### src/rtl/norm_shift_16bit.sv
// Two-stage normalizer: left-justifies a 16-bit significand using a precomputed
// leading-one index, adjusting the biased exponent and clamping into the denormal range.
module norm_shift_16bit #(
    parameter int EXP_W = 8
) (
    input  logic             i_clk,
    input  logic             i_rst_n,
    input  logic             i_valid,
    output logic             o_ready,
    input  logic [15:0]      i_mant,
    input  logic [EXP_W-1:0] i_exp,
    input  logic [3:0]       i_pos_one,
    input  logic             i_zero_flag,
    output logic             o_valid,
    input  logic             i_ready,
    output logic [15:0]      o_mant,
    output logic [EXP_W-1:0] o_exp,
    output logic             o_zero,
    output logic             o_underflow
);

    logic             s1_valid_q, s1_valid_d;
    logic [15:0]      s1_mant_q, s1_mant_d;
    logic [3:0]       s1_shift_q, s1_shift_d;
    logic [EXP_W-1:0] s1_exp_q, s1_exp_d;
    logic             s1_zero_q, s1_zero_d;
    logic             s1_uf_q, s1_uf_d;

    logic             s2_valid_q, s2_valid_d;
    logic [15:0]      o_mant_q, o_mant_d;
    logic [EXP_W-1:0] o_exp_q, o_exp_d;
    logic             o_zero_q, o_zero_d;
    logic             o_uf_q, o_uf_d;

    logic             s2_adv;
    logic [3:0]       s_amt;
    logic [EXP_W-1:0] s_ext;

    always_comb begin
        s2_adv  = ~s2_valid_q | i_ready;
        o_ready = ~s1_valid_q | s2_adv;
        s_amt   = 4'd15 - i_pos_one;
        s_ext   = {{(EXP_W-4){1'b0}}, s_amt};

        s1_valid_d = s1_valid_q;
        s1_mant_d  = s1_mant_q;
        s1_shift_d = s1_shift_q;
        s1_exp_d   = s1_exp_q;
        s1_zero_d  = s1_zero_q;
        s1_uf_d    = s1_uf_q;

        s2_valid_d = s2_valid_q;
        o_mant_d   = o_mant_q;
        o_exp_d    = o_exp_q;
        o_zero_d   = o_zero_q;
        o_uf_d     = o_uf_q;

        if (o_ready) begin
            s1_valid_d = i_valid;
            if (i_valid) begin
                if (i_zero_flag) begin
                    s1_mant_d  = 16'd0;
                    s1_shift_d = 4'd0;
                    s1_exp_d   = '0;
                    s1_zero_d  = 1'b1;
                    s1_uf_d    = 1'b0;
                end else if (i_exp > s_ext) begin
                    s1_mant_d  = i_mant;
                    s1_shift_d = s_amt;
                    s1_exp_d   = i_exp - s_ext;
                    s1_zero_d  = 1'b0;
                    s1_uf_d    = 1'b0;
                end else begin
                    // i_exp <= 15 here, so its low nibble holds the whole value
                    s1_mant_d  = i_mant;
                    s1_shift_d = (i_exp == '0) ? 4'd0 : (i_exp[3:0] - 4'd1);
                    s1_exp_d   = '0;
                    s1_zero_d  = 1'b0;
                    s1_uf_d    = 1'b1;
                end
            end
        end

        if (s2_adv) begin
            s2_valid_d = s1_valid_q;
            if (s1_valid_q) begin
                o_mant_d = s1_mant_q << s1_shift_q;
                o_exp_d  = s1_exp_q;
                o_zero_d = s1_zero_q;
                o_uf_d   = s1_uf_q;
            end
        end
    end

    always_ff @(posedge i_clk or negedge i_rst_n) begin
        if (!i_rst_n) begin
            s1_valid_q <= 1'b0;
            s1_mant_q  <= 16'd0;
            s1_shift_q <= 4'd0;
            s1_exp_q   <= '0;
            s1_zero_q  <= 1'b0;
            s1_uf_q    <= 1'b0;
            s2_valid_q <= 1'b0;
            o_mant_q   <= 16'd0;
            o_exp_q    <= '0;
            o_zero_q   <= 1'b0;
            o_uf_q     <= 1'b0;
        end else begin
            s1_valid_q <= s1_valid_d;
            s1_mant_q  <= s1_mant_d;
            s1_shift_q <= s1_shift_d;
            s1_exp_q   <= s1_exp_d;
            s1_zero_q  <= s1_zero_d;
            s1_uf_q    <= s1_uf_d;
            s2_valid_q <= s2_valid_d;
            o_mant_q   <= o_mant_d;
            o_exp_q    <= o_exp_d;
            o_zero_q   <= o_zero_d;
            o_uf_q     <= o_uf_d;
        end
    end

    assign o_valid     = s2_valid_q;
    assign o_mant      = o_mant_q;
    assign o_exp       = o_exp_q;
    assign o_zero      = o_zero_q;
    assign o_underflow = o_uf_q;

endmodule

### config.mk
export PLATFORM = sky130hd
export DESIGN_NAME = norm_shift_16bit
export DESIGN_NICKNAME = d
export VERILOG_FILES = /design/src/rtl/norm_shift_16bit.sv
export SDC_FILE = /design/constraint.sdc
export NUM_CORES = 1
export LEC_CHECK = 0
export CAP_MARGIN = 20
export CORE_ASPECT_RATIO = 0.9
export CORE_MARGIN = 2
export CORE_UTILIZATION = 50
export DETAILED_ROUTE_END_ITERATION = 10
export PLACE_DENSITY = 0.83
export SLEW_MARGIN = 20
export SYNTH_ARGS = -nofsm -noshare
export SYNTH_HDL_FRONTEND = slang
export SYNTH_SLANG_ARGS = --single-unit
### constraint.sdc
create_clock -name i_clk -period 1.95 [get_ports i_clk]
set_input_delay 0.39 -clock i_clk [delete_from_list [all_inputs] [get_ports i_clk]]
set_output_delay 0.39 -clock i_clk [all_outputs]
set_load 0.02 [all_outputs]
==> out/metrics.yaml, run 1 <==
yosys_most_used_dff: "dfrtp_1"
startpoint: "i_pos_one[3]"
cts.sinks: 58
dieArea_sq_mm: 0.00695
synth_area_per_cell_sq_um: 9.51
worstMarginPinSlew_ps: 445
hpwl_um: 5480
wl_met3_um: 437
num_vias: 2779
worstSkewPairLatency_ps: 340
finalWeightedCongestion: 0.922
synthArstFlopShare: 1.00
synth_cell_types: 52
grt_usage: 0.242
worstSetupPathDepth: 7
die_h_um: 79.3
grt_overflow_total: 0
finalCritPeriodShare: 0.987
ys_top_cells_by_count: "76 x nand2_1, 58 x dfrtp_1, 30 x o21ai_0"
port_buffers: 60
crit_chain: "clkdlybuf4s50_1 > ha_2 > and4_1 > a21oi_4 > o21bai_2 > buf_4 > o221ai_1"
detail_route.wl_per_cell_um: 15.4
drt-pass1-iter-count: 7
clock_path_buffers: 2
power_frac_comb: 0.321
synth-xor-area-share: 0.0195
fin_worst_skew_ps: 9.80
reg2regPathDepth: 6
criticalPathCategory: "input pin to flip-flop"
area_delta_synth_final_pct: 39.6
fin_nets: 463
start_kind: "input pin"
p_total_mw: 3.95
setup_viol: 0
rows: 27
outcome: "finished, final reports clean"
ys_top_cells_by_area: "dfrtp_1 46%, nand2_1 9.1%, o21ai_0 4.8%"
final_cell_area_sq_mm: 0.00439
drtIter0Drc: 248
cts_made_buffers: 9
synth_area_sq_mm: 0.00315
finalSetupTns_ps: 0
post-route-util: 0.718
antennaDiodeCount: 0
yosys_warnings: 0
synthAdderAreaFrac: 0.0262
ant_nets: 0
synth_nets: 370
arrival_ps: 2140
root_buffer: "clkbuf_8"
coreArea_sq_mm: 0.00611
ys_ff_latch: 58
htreeDepth: 3
cts_tree: "yes"
synthCells: 331
power_density_mw_per_mm2: 899
cap_violations: 0
power.leakage_nw: 1.94
hold_class: "input pin to flip-flop"
synth_top_family_by_area: "simple AND/OR/NAND/NOR gates"
switching_share: 0.322
critPathCaptureType: "flip-flop"
initial_core_util: 0.515
grt_setup_unrepaired: "true"
layout-drive-gt1-share: 0.210
drv_slew: 0
met2_length_um: 3780
yosysSeqAreaShare: 0.461
synth_compound_area_frac: 0.151
clk_pin_slew_ps: 70
power_switching_mw: 1.27
vdd_drop_max_mv: 0.554
synthMuxAreaShare: 0.102
r2r_start: "s1_shift_q[1]"
hold_viol_final: 0
highest_layer: "met4"
synth_top_cell_area_share: 0.461
critical_path_required_ps: 2170
synth-simple-area-share: 0.200
slew_headroom: 0.703
wirelength_um: 7950
path_delay_family: "buffers and inverters"
critPathBufInv: 2
io_pins: 61
yosys.area.top_type: "dfrtp_1"
grt_pass1_wl_um: 13000
cp_max_fo: 5
period_needed_ps: 1930
synth_edf_count: 0
whs_path_depth: 3
drc: 0
fin_cells: 516
intPower_mw: 2.68
synth.most_common_cell: "nand2_1"
place_area_sq_mm: 0.00408
power.share.sequential: 0.390
wl_met1_um: 3580
power_frac_clock: 0.289
fmax_ghz: 0.519
die_x_um: 87.6
slowest_stage: "clkdlybuf4s50_1"
hp-start: "i_pos_one[0]"
antenna_found_initial: 0
grt_max_degree: 41
worst_path_largest_cell_delay_ps: 450
dp.cells: 495
vias_per_cell: 5.39
grt_pass1_vias: 2719
[path summary, 6_finish.rpt]
kind | slack, ps | to
worst max-delay path | 20 | s1_shift_q[0]
worst min register to register | 470 | o_exp[5]
min in group asynchronous | 520 | s1_mant_q[12]
worst max register to register | 100 | o_mant[10]
worst min-delay path | 420 | s1_shift_q[0]
max in group asynchronous | 870 | s1_shift_q[1]
[power by group through the flow]
stage	Combinational (mW)	Clock, mW	Sequential [mW]
4_1_cts	1.23	1.15	1.54
5_1_grt	1.37	1.22	1.56
6_report	1.27	1.14	1.54
2_1_floorplan	0.538	0	1.67
3_3_place_gp	1.18	0	1.55
3_5_place_dp	1.21	0	1.56
[kinds of logic (layout without fill, tap and decap cells)]
kind of cell	count (synthesis)	after routing
AND/OR/NAND/NOR	139	139
AO/OA/AOI/OAI	71	71
flip-flops	58	58
buffers and inverters	26	124
multiplexers	24	24
XOR/XNOR	7	7
adder cells (fa/ha/maj)	6	6
[worst min-delay path, delay by kind of cell]
| family | cells | cell delay, ps |
|---|---|---|
| buffers and inverters | 2 | 210 |
| AOI/OAI and AO/OA | 1 | 110 |
[placed cells by master, fill, tap and decap left out, types with 3 or more instances in the layout]
cell / n
buf_4: 36
nor2b_1: 3
mux4_2: 4
mux2_2: 9
nor2_1: 20
inv_1: 5
a21oi_1: 6
nand2_1: 76
xnor2_1: 6
a22o_1: 6
mux2i_1: 9
nand3_1: 6
clkdlybuf4s50_1: 55
nand2b_1: 19
clkbuf_8: 11
ha_2: 3
clkinv_2: 3
dfrtp_1: 57
o21ai_0: 29
buf_12: 4
[sequential cells by signal, indices dropped and copies added, names as in the netlist]
signal       count
s1_mant_q       16
o_underflow      1
s1_zero_q        1
o_zero           1
s1_valid_q       1
o_mant          16
s1_exp_q         8
o_valid          1
o_exp            8
s1_shift_q       4
s1_uf_q          1
[per-stage QoR]
step           hold WS [ps]  setup WS [ps]
2_1_floorplan          94.4           60.3
3_3_place_gp            348           -411
3_5_place_dp            359           -507
4_1_cts                 474          -51.3
5_1_grt                 437          -46.0
6_report                423           24.4
[layer usage]
| layer | GRT usage | vias to the layer above |
|---|---|---|
| met3 | 0.0696 | 21 |
| met4 | 0.0800 | 0 |
| li1 | - | 1347 |
| met2 | 0.374 | 120 |
| met1 | 0.328 | 1291 |
| met5 | 0 | - |
[layout make-up]
class	instances	area [sq um]
well taps	87	109
clock inverters	5	52.6
repair buffers	101	958
flip-flops and latches	58	1450
inverters	7	26.3
fillers	442	1720
multi-input cells	247	1640
clock buffers	11	151
[repair_timing]
item | in CTS | in global routing
endpoints found under the hold margin | 18 | 0
pin swaps | 8 | 8
hold buffers | 1 | 0
endpoints found under the setup margin | 14 | 16
gates resized for setup | 6 | 14
setup buffers | 2 | 2
(Power assumes the default switching activity.)
==> run 2, diff against run 1 <==
--- a/config.mk
+++ b/config.mk
@@ -6,10 +6,11 @@
 export NUM_CORES = 1
 export LEC_CHECK = 0
 export CAP_MARGIN = 20
-export CORE_ASPECT_RATIO = 0.9
+export CORE_ASPECT_RATIO = 1.75
 export CORE_MARGIN = 2
 export CORE_UTILIZATION = 50
 export DETAILED_ROUTE_END_ITERATION = 10
+export GPL_ROUTABILITY_DRIVEN = 0
 export PLACE_DENSITY = 0.83
 export SLEW_MARGIN = 20
 export SYNTH_ARGS = -nofsm -noshare
==> run 2 against run 1 <==
Wire length up 3.1%. Register-to-register slack better by 50 ps. Global-route usage up 1.7 points. Hold slack better by 50 ps. Clock skew about the same. Largest cell class unchanged. Largest power group unchanged. Highest routed layer unchanged.
==> out/metrics.yaml, run 2 (synthesis results as in run 1) <==
outcome: "finished, final reports clean"
cts_tree: "yes"
power.share.sequential: 0.391  # about the same
crit_chain: "dlygate4sd2_1 > inv_1 > ha_4 > inv_2 > fa_2 > a21o_1 > a2111oi_4 > xnor2_1 > o21ai_1"
ant_nets: 0  # unchanged
drtIter0Drc: 126  # -49%
intPower_mw: 2.66  # -0.75%
antenna_found_initial: 0  # unchanged
layout-drive-gt1-share: 0.211  # +0.00170
die_x_um: 64.0  # -27%
htreeDepth: 3  # unchanged
port_buffers: 60  # unchanged
worstSkewPairLatency_ps: 340  # about the same
vias_per_cell: 5.59  # +3.8%
rows: 38  # +41%
critPathCaptureType: "flip-flop"
power_density_mw_per_mm2: 887  # -1.3%
drt-pass1-iter-count: 5  # -2
power.leakage_nw: 1.96  # +0.93%
root_buffer: "clkbuf_8"
wirelength_um: 8200  # +3.1%
clock_path_buffers: 2  # unchanged
vdd_drop_max_mv: 0.543  # -1.9%
period_needed_ps: 1910  # -16.7 ps
initial_core_util: 0.513  # -0.00157
finalSetupTns_ps: 0  # unchanged
critical_path_required_ps: 2180  # about the same
reg2regPathDepth: 6  # unchanged
grt_max_degree: 43  # +4.9%
start_kind: "input pin"
setup_viol: 0  # unchanged
slowest_stage: "a2111oi_4"
p_total_mw: 3.91  # -1.0%
grt_pass1_wl_um: 13700  # +5.2%
cap_violations: 0  # unchanged
finalCritPeriodShare: 0.979  # -0.00854
power_frac_clock: 0.283  # -0.006
detail_route.wl_per_cell_um: 15.9  # +3.3%
coreArea_sq_mm: 0.00613  # +0.31%
drv_slew: 0  # unchanged
final_cell_mix: "76 x nand2_1, 57 x dfrtp_1, 54 x clkdlybuf4s50_1"
drc: 0  # unchanged
hpwl_um: 6060  # +11%
fin_cells: 515  # -0.19%
io_pins: 61  # unchanged
dp.cells: 493  # -0.40%
area_delta_synth_final_pct: 40.0
fmax_ghz: 0.524  # +0.87%
cp_max_fo: 3  # -2
hold_class: "flip-flop to flip-flop"
fin_nets: 469  # +1.3%
fin_worst_skew_ps: 10.0  # +0.199 ps
power_frac_comb: 0.326  # +0.005
hold_viol_final: 0  # unchanged
slew_headroom: 0.677  # -0.0258
cts.sinks: 58  # unchanged
die_h_um: 109  # +37%
grt_overflow_total: 0  # unchanged
final_cell_area_sq_mm: 0.00441  # +0.29%
whs_path_depth: 2  # -1
cts_made_buffers: 9  # unchanged
arrival_ps: 2140  # about the same
grt_usage: 0.259  # +0.0165
dieArea_sq_mm: 0.00697  # +0.35%
place_area_sq_mm: 0.00411  # +0.71%
antennaDiodeCount: 0  # unchanged
power_switching_mw: 1.25  # -1.7%
layout_commonest_cell: "nand2_1"
clk_pin_slew_ps: 70  # about the same
grt_pass1_vias: 2983  # +9.7%
num_vias: 2880  # +3.6%
switching_share: 0.320  # -0.00200
criticalPathCategory: "input pin to flip-flop"
worstMarginPinSlew_ps: 483  # +37.6 ps
worst_path_largest_cell_delay_ps: 390  # -60 ps
[run 2: power by group through the flow]
stage / combinational [mW] / sequential (mW) / clock [mW]
after global placement: 1.21 / 1.54 / 0
after CTS: 1.26 / 1.53 / 1.13
after global routing: 1.38 / 1.56 / 1.19
final: 1.28 / 1.53 / 1.11
after detailed placement: 1.24 / 1.55 / 0
after floorplan: 0.538 / 1.67 / 0
[run 2: routing by layer]
layer	part of all wire	global-route usage	wire length, um
met4	0.050	0.158	410
met2	0.58	0.493	4740
met3	0.038	0.0454	314
met5	0	0	0
met1	0.33	0.252	2730
[run 2: final timing paths]
path / start / endpoint / slack [ps]
worst min register to register: o_mant[0] / o_mant[0] / 470
max in group asynchronous: i_rst_n / s1_shift_q[1] / 900
worst max-delay path: i_pos_one[0] / s1_exp_q[6] / 40
worst min-delay path: o_mant[0] / o_mant[0] / 470
min in group asynchronous: i_rst_n / o_mant[0] / 510
worst max register to register: s1_shift_q[0] / o_mant[9] / 150
[run 2: final cells by class]
type | instances | area [sq um]
clock inverter | 6 | 66.3
timing repair buffer | 107 | 1000
multi-input combinational | 247 | 1620
tap | 80 | 100
clock buffer | 10 | 138
sequential | 58 | 1450
fill | 441 | 1730
inverter | 7 | 26.3
[run 2: metrics by stage]
step | util | setup slack [ps] | hold WS, ps
final | 0.718 | 41.1 | 473
after floorplan | - | 60.3 | 94.4
after global placement | 0.670 | -413 | 333
after CTS | 0.713 | 52.5 | 479
after detailed placement | 0.670 | -518 | 335
after global routing | 0.718 | -22.6 | 504
[run 2: repair_timing]
| action | 4_1_cts | 5_1_grt |
|---|---|---|
| hold buffers | 1 | 0 |
| buffers inserted | 4 | 1 |
| setup endpoints to repair | 11 | 7 |
| pin swaps | 7 | 5 |
| endpoints found under the hold margin | 16 | 0 |
| resized for setup | 9 | 8 |
[run 2: worst max-delay path: cells and delay by family]
kind,cells,cell delay [ps]
compound gates,3,680
xor+xnor,1,160
fa+ha+maj,2,500
buf+inv,3,410
